**src/rtl/wb_stage_gen2.sv**
```systemverilog
// Write-back stage: one-deep WB slot, architectural HI/LO, retirement and
// bubble counters, and a first-word-fall-through debug trace FIFO.
module wb_stage_gen2 #(
    parameter int DATA_W      = 32,
    parameter int RADDR_W     = 5,
    parameter int TRACE_DEPTH = 4,
    parameter int HILO_EN     = 1
) (
    input  logic               clk,
    input  logic               rst,
    input  logic               flush,
    input  logic [5:0]         stall,
    input  logic               in_valid,
    input  logic [31:0]        in_pc,
    input  logic               in_rf_we,
    input  logic [RADDR_W-1:0] in_rf_waddr,
    input  logic [DATA_W-1:0]  in_rf_wdata,
    input  logic               in_hi_we,
    input  logic               in_lo_we,
    input  logic [DATA_W-1:0]  in_hi,
    input  logic [DATA_W-1:0]  in_lo,
    output logic               rf_we,
    output logic [RADDR_W-1:0] rf_waddr,
    output logic [DATA_W-1:0]  rf_wdata,
    output logic [DATA_W-1:0]  hi_q,
    output logic [DATA_W-1:0]  lo_q,
    output logic [DATA_W-1:0]  hi_fwd,
    output logic [DATA_W-1:0]  lo_fwd,
    output logic [31:0]        debug_wb_pc,
    output logic [3:0]         debug_wb_rf_wen,
    output logic [RADDR_W-1:0] debug_wb_rf_wnum,
    output logic [DATA_W-1:0]  debug_wb_rf_wdata,
    output logic               trace_valid,
    input  logic               trace_ready,
    output logic [31:0]        trace_pc,
    output logic [RADDR_W-1:0] trace_waddr,
    output logic [DATA_W-1:0]  trace_wdata,
    output logic               trace_ovf,
    output logic [31:0]        retire_cnt,
    output logic [31:0]        bubble_cnt
);

    localparam int PTR_W = $clog2(TRACE_DEPTH);

    logic               slot_valid;
    logic [31:0]        slot_pc;
    logic               slot_rf_we;
    logic [RADDR_W-1:0] slot_waddr;
    logic [DATA_W-1:0]  slot_wdata;
    logic               slot_hi_we;
    logic               slot_lo_we;
    logic [DATA_W-1:0]  slot_hi;
    logic [DATA_W-1:0]  slot_lo;

    logic hold, bubble, retire, push, pop, full, empty, do_push;
    logic [PTR_W:0] wptr, rptr;

    logic [31:0]        mem_pc    [TRACE_DEPTH];
    logic [RADDR_W-1:0] mem_waddr [TRACE_DEPTH];
    logic [DATA_W-1:0]  mem_wdata [TRACE_DEPTH];

    // Only the WB and downstream stall bits matter here.
    logic unused_stall;
    assign unused_stall = ^stall[3:0];

    // A flush always empties the slot, so it never counts as holding.
    assign bubble = !flush && stall[4] && !stall[5];
    assign hold   = !flush && stall[4] && stall[5];
    assign retire = slot_valid && !hold;

    assign rf_we             = slot_valid & slot_rf_we;
    assign rf_waddr          = slot_waddr;
    assign rf_wdata          = slot_wdata;
    assign debug_wb_pc       = slot_pc;
    assign debug_wb_rf_wen   = {4{rf_we}};
    assign debug_wb_rf_wnum  = slot_waddr;
    assign debug_wb_rf_wdata = slot_wdata;

    assign hi_fwd = (slot_valid & slot_hi_we) ? slot_hi : hi_q;
    assign lo_fwd = (slot_valid & slot_lo_we) ? slot_lo : lo_q;

    // WB slot: clear on reset/flush/bubble, load when WB is free, else hold.
    always_ff @(posedge clk) begin
        if (rst || flush || bubble) begin
            slot_valid <= 1'b0;
            slot_pc    <= '0;
            slot_rf_we <= 1'b0;
            slot_waddr <= '0;
            slot_wdata <= '0;
            slot_hi_we <= 1'b0;
            slot_lo_we <= 1'b0;
            slot_hi    <= '0;
            slot_lo    <= '0;
        end else if (!stall[4]) begin
            slot_valid <= in_valid;
            slot_pc    <= in_pc;
            slot_rf_we <= in_rf_we;
            slot_waddr <= in_rf_waddr;
            slot_wdata <= in_rf_wdata;
            slot_hi_we <= in_hi_we;
            slot_lo_we <= in_lo_we;
            slot_hi    <= in_hi;
            slot_lo    <= in_lo;
        end
    end

    generate
        if (HILO_EN != 0) begin : g_hilo
            // HI/LO commit once, on the edge where the slot leaves WB.
            always_ff @(posedge clk) begin
                if (rst) begin
                    hi_q <= '0;
                    lo_q <= '0;
                end else if (retire) begin
                    if (slot_hi_we) hi_q <= slot_hi;
                    if (slot_lo_we) lo_q <= slot_lo;
                end
            end
        end else begin : g_no_hilo
            assign hi_q = '0;
            assign lo_q = '0;
        end
    endgenerate

    // Retirement and bubble counters, free-running with natural wrap.
    always_ff @(posedge clk) begin
        if (rst) begin
            retire_cnt <= '0;
            bubble_cnt <= '0;
        end else begin
            if (retire) retire_cnt <= retire_cnt + 32'd1;
            if (bubble) bubble_cnt <= bubble_cnt + 32'd1;
        end
    end

    assign empty   = (wptr == rptr);
    assign full    = (wptr[PTR_W] != rptr[PTR_W]) &&
                     (wptr[PTR_W-1:0] == rptr[PTR_W-1:0]);
    assign push    = retire && rf_we && (slot_waddr != '0);
    assign pop     = trace_valid && trace_ready;
    // A full FIFO still accepts a push when the head leaves in the same cycle.
    assign do_push = push && (!full || pop);

    assign trace_valid = !empty;
    assign trace_pc    = trace_valid ? mem_pc[rptr[PTR_W-1:0]]    : '0;
    assign trace_waddr = trace_valid ? mem_waddr[rptr[PTR_W-1:0]] : '0;
    assign trace_wdata = trace_valid ? mem_wdata[rptr[PTR_W-1:0]] : '0;

    // Trace storage; contents need no reset since the pointers gate visibility.
    always_ff @(posedge clk) begin
        if (do_push) begin
            mem_pc[wptr[PTR_W-1:0]]    <= slot_pc;
            mem_waddr[wptr[PTR_W-1:0]] <= slot_waddr;
            mem_wdata[wptr[PTR_W-1:0]] <= slot_wdata;
        end
    end

    // Trace pointers and sticky overflow flag.
    always_ff @(posedge clk) begin
        if (rst) begin
            wptr      <= '0;
            rptr      <= '0;
            trace_ovf <= 1'b0;
        end else begin
            if (do_push) wptr <= wptr + 1'b1;
            if (pop)     rptr <= rptr + 1'b1;
            if (push && full && !pop) trace_ovf <= 1'b1;
        end
    end

endmodule

```
**config.mk**
```make
export PLATFORM = sky130hd
export DESIGN_NAME = wb_stage_gen2
export DESIGN_NICKNAME = d
export VERILOG_FILES = /design/src/rtl/wb_stage_gen2.sv
export SDC_FILE = /design/constraint.sdc
export NUM_CORES = 1
export LEC_CHECK = 0
export ABC_AREA = 1
export BUFFER_PORTS_ARGS = -buffer_cell sky130_fd_sc_hd__buf_2
export CORE_ASPECT_RATIO = 1.4
export CORE_UTILIZATION = 40
export CTS_CLUSTER_DIAMETER = 200
export DETAILED_ROUTE_END_ITERATION = 10
export PLACE_DENSITY = 0.62
export SETUP_SLACK_MARGIN = 0.02
export SYNTH_ARGS = -nofsm -noshare
export SYNTH_HDL_FRONTEND = slang
export SYNTH_SLANG_ARGS = --single-unit
```
**constraint.sdc**
```tcl
create_clock -name clk -period 6.2 [get_ports clk]
set_clock_uncertainty 0.1 [all_clocks]
set_input_delay 0.31 -clock clk [delete_from_list [all_inputs] [get_ports clk]]
set_output_delay 0.31 -clock clk [all_outputs]
set_load 0.01 [all_outputs]
```
# Yosys cells after proc, flatten, opt, wreduce, memory -nomap -nowiden
# Memories as Yosys holds them, arrays and structs flattened. A register that Yosys moved wholly into a read port is not among the register bits.
# Cells that the tools add are included.
# word_totals
elab_cells	65
out_inout_bits	374
ramBits	276
n_memories	3
latchBits	0
romBits	0
reg_bits	272
# classes
magnitude_cmp	0
shift	0
n_bitwise	3
n_mux	13
eq_ne	3
div_mod_pow	0
addsub	4
mul	0
reduce_logical	23
# memory_table
memory	depth	width	read_ports	rd_clocked_by_memory_dff	wr	line_no	source
mem_pc	4	32	1	1	1	58	logic [31:0] mem_pc [TRACE_DEPTH];
mem_wdata	4	32	1	1	1	60	logic [DATA_W-1:0] mem_wdata [TRACE_DEPTH];
mem_waddr	4	5	1	1	1	59	logic [RADDR_W-1:0] mem_waddr [TRACE_DEPTH];
# ops
operator	n
2-to-1 mux 32 bit	4
adder 32 x 1 -> 32 bit (second input constant)	2
2-to-1 mux 2 bit	6
logical AND 1 bit	11
adder 3 x 1 -> 3 bit (second input constant)	2
logical NOT 1 bit	6
2-to-1 mux 5 bit	1
nonzero test 5 bit	1
AND reduction 2 bit	2
AND 1 bit	3
== test 3 bit	1
logical OR 1 bit	3
== test 2 bit	1
2-to-1 mux 1 bit	2
inequality test 1 bit	1

# Longest topological paths before layout
# Gate-level depths: netlist (run 1).
# logic_depth
ltp_word	10
ltp_mapped	9

# Worst setup path before layout (run 1)
# OpenSTA, ideal clock, no wires.
# synth_timing
path_kind	flip-flop to flip-flop
start	reg slot_valid
end	mem mem_pc[0][0] (enable)
path_stages_with_launch	8
n_path_buf	1
arrival_time_ps	3976
path_slack_ps	1627
setup_ps	497
cell_sequence	dfxtp_1 -> buf_2 -> nand2_1 -> inv_1 -> nand2_1 -> a21oi_1 -> nand2_1 -> nor2_1
# synth_between
elab_chain_cells	6
word_cells_on_any_way	7
cone_classes	mux (2); bitwise (1); reduce/logical (4)
# synth_lines
element	line_no	source
start, declared	45	logic slot_valid;
start signal, assigned	95	slot_valid <= in_valid;
AND 1 bit	71	assign rf_we = slot_valid & slot_rf_we;
via rf_we	22	output logic rf_we,
logical AND 1 bit (2 in a row)	139	assign push = retire && rf_we && (slot_waddr != '0);
logical AND 1 bit	142	assign do_push = push && (!full || pop);
2-to-1 mux 1 bit	151	if (do_push) begin
2-to-1 mux 1 bit (not written as such)	152	mem_pc[wptr[PTR_W-1:0]] <= slot_pc;
end, declared	58	
# The timed path passes the listed nets, and every way through them passes these cells.

==> results of run 1 <==
[state kept, by name (all words and copies together), names as in the netlist, named ones only]
signal	cells
bubble_cnt	32
debug_wb_pc	32
debug_wb_rf_wdata	32
debug_wb_rf_wnum	5
hi_q	32
lo_q	32
mem_pc	128
mem_waddr	20
mem_wdata	128
retire_cnt	32
rptr	3
slot_hi	32
slot_hi_we	1
slot_lo	32
slot_lo_we	1
slot_rf_we	1
slot_valid	1
trace_ovf	1
wptr	3
[metrics by stage]
stage | instances | util, %
after floorplan | 2505 | -
after global placement | 3591 | 45.8
after detailed placement | 3591 | 45.8
after CTS | 3827 | 51.3
after global routing | 3827 | 51.3
final | 3827 | 51.3
[placed cells by master (no fill, tap or decap), drive strengths merged, types with 20 or more instances in the layout]
cell type    synthesis  final
a21oi              291    291
buf                 91    537
clkbuf              88     82
dfxtp              274    274
dlygate4sd3          0    142
edfxtp             276    276
inv                231    233
nand2              498    498
nand3               54     54
nand4               21     21
nor2               404    404
nor3                20     20
o21ai              155    155
o32ai               69     69
[power by group]
group / internal, mW / switching [mW] / leakage [nW]
combinational: 0.198 / 0.286 / 6.71
clock: 1.74 / 1.38 / 0.801
sequential: 3.83 / 0.0501 / 4.70
total: 5.76 / 1.71 / 12.2
[cells by family (layout without fill, tap and decap cells)]
logic type               Yosys count  in the layout  share of synthesized area, %
AO/OA/AOI/OAI                    521            521                          12.7
XOR/XNOR                           9              9                         0.348
adder cells (fa/ha/maj)            7              7                         0.387
buffers and inverters            410           1004                          7.76
flip-flops                       550            550                          60.9
AND/OR/NAND/NOR                 1008           1008                          17.9
[cells in the mapped netlist, types with 16 or more instances]
cell type    n
nand2_1    493
nor2_1     400
a21oi_1    291
edfxtp_1   276
dfxtp_1    274
inv_1      228
o21ai_0    154
clkbuf_1    88
o32ai_1     69
nand3_1     52
buf_4       43
buf_2       38
nand4_1     21
nor3_1      16
[path summary, 6_finish.rpt]
kind,from,end,depth (start not counted)
min,flush,bubble_cnt[3],4
max reg2reg,slot_valid,mem_wdata[2][0],7
min reg2reg,lo_q[4],lo_q[4],2
max,flop,trace_pc[26],7
[layer usage]
layer  up-vias  global-route usage [%]  share of wire [%]
met3       129                    5.34                7.7
met5         -                       0              0.056
li1       9401                       -                  -
met2       726                    39.5                 50
met1      9278                    25.6                 39
met4         6                    7.73                3.1
[repair_timing]
| action | in CTS | in global routing |
|---|---|---|
| hold endpoints to repair | 142 | 0 |
| setup endpoints to repair | 0 | 0 |
| hold buffers | 142 | 0 |
[tightest hold or removal path: stages]
cell	delay, ns
buf_2	0.13
nor3_4	0.10
nand2_4	0.09
a21oi_1	0.06
[cell type report]
class | instances | area (sq um) | area share [%]
sequential | 550 | 13800 | 48.3
multi-input combinational | 1545 | 7150 | 25.1
clock inverter | 12 | 116 | 0.408
tap | 728 | 911 | 3.19
clock buffer | 82 | 1530 | 5.35
inverter | 231 | 872 | 3.06
timing repair buffer | 679 | 4160 | 14.6
==> results.yml, run 1 <==
outcome:
  status: "completed"
clock_network:
  clock-sinks: 550
  cts_tree: "yes"
  clock_path_buffers: 3
  root_buffer: "clkbuf_16"
  clk_transition_reported_paths_ns: 0.06
  postCtsSetupRepairBufs: 0
  insertion_delay_ns: 0.60
  cts_buffers: 53
  h-tree-depth: 2
  cts_resized: 0
die:
  rows: 102
  dieArea_sq_mm: 0.0575
  core_area_sq_mm: 0.0556
  ios: 521
  die_h_um: 283
  initial_core_util_pct: 40.7
  die_x_um: 203
cells_and_area:
  syn_to_final_growth_pct: 26.0
  fin_nets: 3214
  antennaDiodeCount: 0
  final_cell_area_sq_mm: 0.0285
  layout-drive-gt1-share_pct: 20.7
  fill_cells: 5138
sta:
  holdWs_ns: 0.0376
  fin_crit_sh_pct: 59.4
  max_slew_margin_pct: 22.6
  period_minus_slack_ns: 3.68
  drv_slew: 0
  timing.fmax_ghz: 0.272
  fin_ws_ns: 2.52
  worstMarginPinSlew_ns: 1.16
  setup_viol: 0
  finalHoldViolCount: 0
  setup_tns_ns: 0
  rsz0062_at_grt: "false"
route:
  wl_per_cell_um: 17.1
  drt_iter0_drc: 1169
  postRouteAntennaNets: 0
  routed_wl_um: 65600
  vias: 19540
  viasPerCell: 5.11
  dr.pass1.iters: 7
  drc: 0
global_route:
  grt_pass1_vias: 18954
  grt_overflow: 0
  grt_max_degree: 97
  grt_pass1_wl_um: 101000
  antenna_found_initial: 4
  grt_use_total_pct: 22.1
critical_path:
  path_max_fanout: 80
  path_buf_inv: 4
  cp.required_ns: 5.79
  cp_cell_sequence: "inv_4 > buf_4 > nor2_1 > o32ai_1 > nand2_1 > inv_1 > buf_2"
  r2r_slack_ns: 2.75
  crit_family: "buffers and inverters"
  crit_arrival_ns: 3.27
  cpPeakStageDelay_ns: 0.67
  cp-end-kind: "output port"
  path_class: "flop to output port"
  startpoint_type: "flop"
  crit_slowest_cell: "buf_4"
synthesis:
  yosys.area.top_type: "edfxtp_1"
  synth.area.top_cells: "edfxtp_1 (37%), dfxtp_1 (24%), nand2_1 (8.2%), nor2_1 (6.6%), a21oi_1 (6.4%)"
  avgSynthCellArea_sq_um: 9.03
  ys.flop_type: "edfxtp_1"
  synth_cells: 2505
  ys_types: 34
  synth_nets: 2659
  synth-seq-area-share_pct: 60.9
  synth_warnings: 0
  async_flop_share_pct: 0
  synth_area_sq_mm: 0.0226
  synth_top_area_share_pct: 36.6
  synth_edf_count: 276
  ys_seq_elements: 550
power:
  p_leak_nw: 12.2
  fin_total_pwr_mw: 7.47
  powerDensity_mw_per_mm2: 262
  ir_drop_mv: 0.230
place:
  dp_hpwl_um: 41700
  portBuffers: 516
  placed_cell_area_sq_mm: 0.0255
  post-place-ws_ns: 2.72
  gp_congestion: 0.867
worst_hold_path:
  hold_class: "input pin to flop"
flow_run:
  max_cap_viol_count: 0
Note: power is estimated with default switching activity, not from simulation.
==> run 2, diff against run 1 <==
clock period = 3.5 ns   (was 6.2 ns; I/O delays follow)
==> results.yml, run 2 (synthesized netlist as in run 1, its figures left out) <==
clock_network:
  postCtsSetupRepairBufs: 0
  cts_buffers: 54
  clock-sinks: 550
  insertion_delay_ns: 0.61
  clock_path_buffers: 3
  clk_transition_reported_paths_ns: 0.06
  cts_tree: "yes"
  h-tree-depth: 2
  root_buffer: "clkbuf_16"
global_route:
  grt_pass1_wl_um: 102000
  grt_pass1_vias: 19418
  grt_overflow: 0
  grt_use_total_pct: 22.3
  antenna_found_initial: 7
  grt_max_degree: 139
place:
  placed_cell_area_sq_mm: 0.0257
  dp_hpwl_um: 42700
  portBuffers: 516
  dp.cells: 3603
  gp_congestion: 0.844
critical_path:
  cp.required_ns: 3.22
  cp-end-kind: "output port"
  path_max_fanout: 96
  startpoint_type: "flop"
  path_class: "flop to output port"
  crit_arrival_ns: 2.71
route:
  drc: 0
  routed_wl_um: 65800
  vias: 19498
  wl_per_cell_um: 17.1
  viasPerCell: 5.06
  dr.pass1.iters: 5
  postRouteAntennaNets: 0
  drt_iter0_drc: 985
sta:
  fin_crit_sh_pct: 85.2
  setup_viol: 0
  max_slew_margin_pct: 27.4
  rsz0062_at_grt: "false"
  worstMarginPinSlew_ns: 1.09
  drv_slew: 0
  timing.fmax_ghz: 0.335
  finalHoldViolCount: 0
  period_minus_slack_ns: 2.98
die:
  initial_core_util_pct: 40.7
  core_area_sq_mm: 0.0556
  ios: 521
  die_h_um: 283
  die_x_um: 203
  rows: 102
  dieArea_sq_mm: 0.0575
cells_and_area:
  mostFrequentLayoutCells: "buf_2 (515), nand2_1 (490), nor2_1 (396)"
  final_common_cell: "buf_2"
  fin_nets: 3232
  layout-drive-gt1-share_pct: 21.5
  final_cell_area_sq_mm: 0.0290
  syn_to_final_growth_pct: 28.3
  finalNonFillerCells: 3853
  final_core_util_pct: 52.2
worst_hold_path:
  hold_class: "input pin to flop"
power:
  powerDensity_mw_per_mm2: 478
  p_leak_nw: 12.5
  ir_drop_mv: 0.364
  fin_total_pwr_mw: 13.9
flow_run:
  max_cap_viol_count: 0
outcome:
  status: "completed"
-- run 2: changes by cell type in the layout (fill, tap and decap cells not counted), sizes merged --
| cell | change |
|---|---|
| buf | +12 |
| bufinv | +5 |
| clkbuf | -6 |
| clkinv | +5 |
| clkinvlp | +2 |
| diode | +2 |
| dlygate4sd3 | +5 |
| inv | +1 |
-- run 2: critical path, stage by stage (launching register included) --
cell,delay [ns]
dfxtp_4,0.93
buf_4,0.44
o21ai_0,0.15
o32ai_1,0.19
nand2_1,0.10
inv_1,0.07
buf_2,0.12
-- run 2: path summary, 6_finish.rpt --
check	from	to	slack (ns)	depth (start not counted)
setup reg to reg	slot_valid	mem_waddr[1][3]	0.67	8
setup / recovery	flop	trace_wdata[2]	0.52	6
hold reg to reg	slot_rf_we	slot_rf_we	0.37	2
hold / removal	stall[4]	wptr[2]	0.09	6
-- run 2: layout make-up --
cell class	count	area, sq um
antenna	2	5.00
clock buffer	76	1570
clock inverter	25	320
fill	5023	26600
inverter	231	872
multi-input combinational	1545	7150
sequential	550	13800
tap	728	911
timing repair buffer	696	4420
-- run 2: repair_timing --
action                    CTS  global route
hold buffers              147             0
hold endpoints to repair  165             0
resized for setup           0             0
-- run 2: metrics by stage --
| stage | setup TNS, ns | setup WS (ns) | hold WS (ns) |
|---|---|---|---|
| detailed placement | 0 | 0.657 | 0.329 |
| global placement | 0 | 0.720 | 0.324 |
| global route | 0 | 0.296 | 0.116 |
| CTS | 0 | 0.479 | 0.0580 |
| finish | 0 | 0.517 | 0.0890 |
| floorplan | -296.14 | -1.07 | 0.151 |
-- run 2: per-layer routing --
layer	track usage [%]	wire length, um	vias up
met5	0	59	-
met4	9.36	2640	10
met3	5.65	4890	151
met2	39.2	32500	674
met1	25.5	25600	9239
li1	-	-	9424
-- run 2: report_power, final --
group	leakage [nW]	internal (mW)	switching, mW	total [mW]
Sequential	4.70	6.78	0.0903	6.87
Combinational	6.83	0.365	0.511	0.876
Clock	0.925	3.58	2.53	6.11
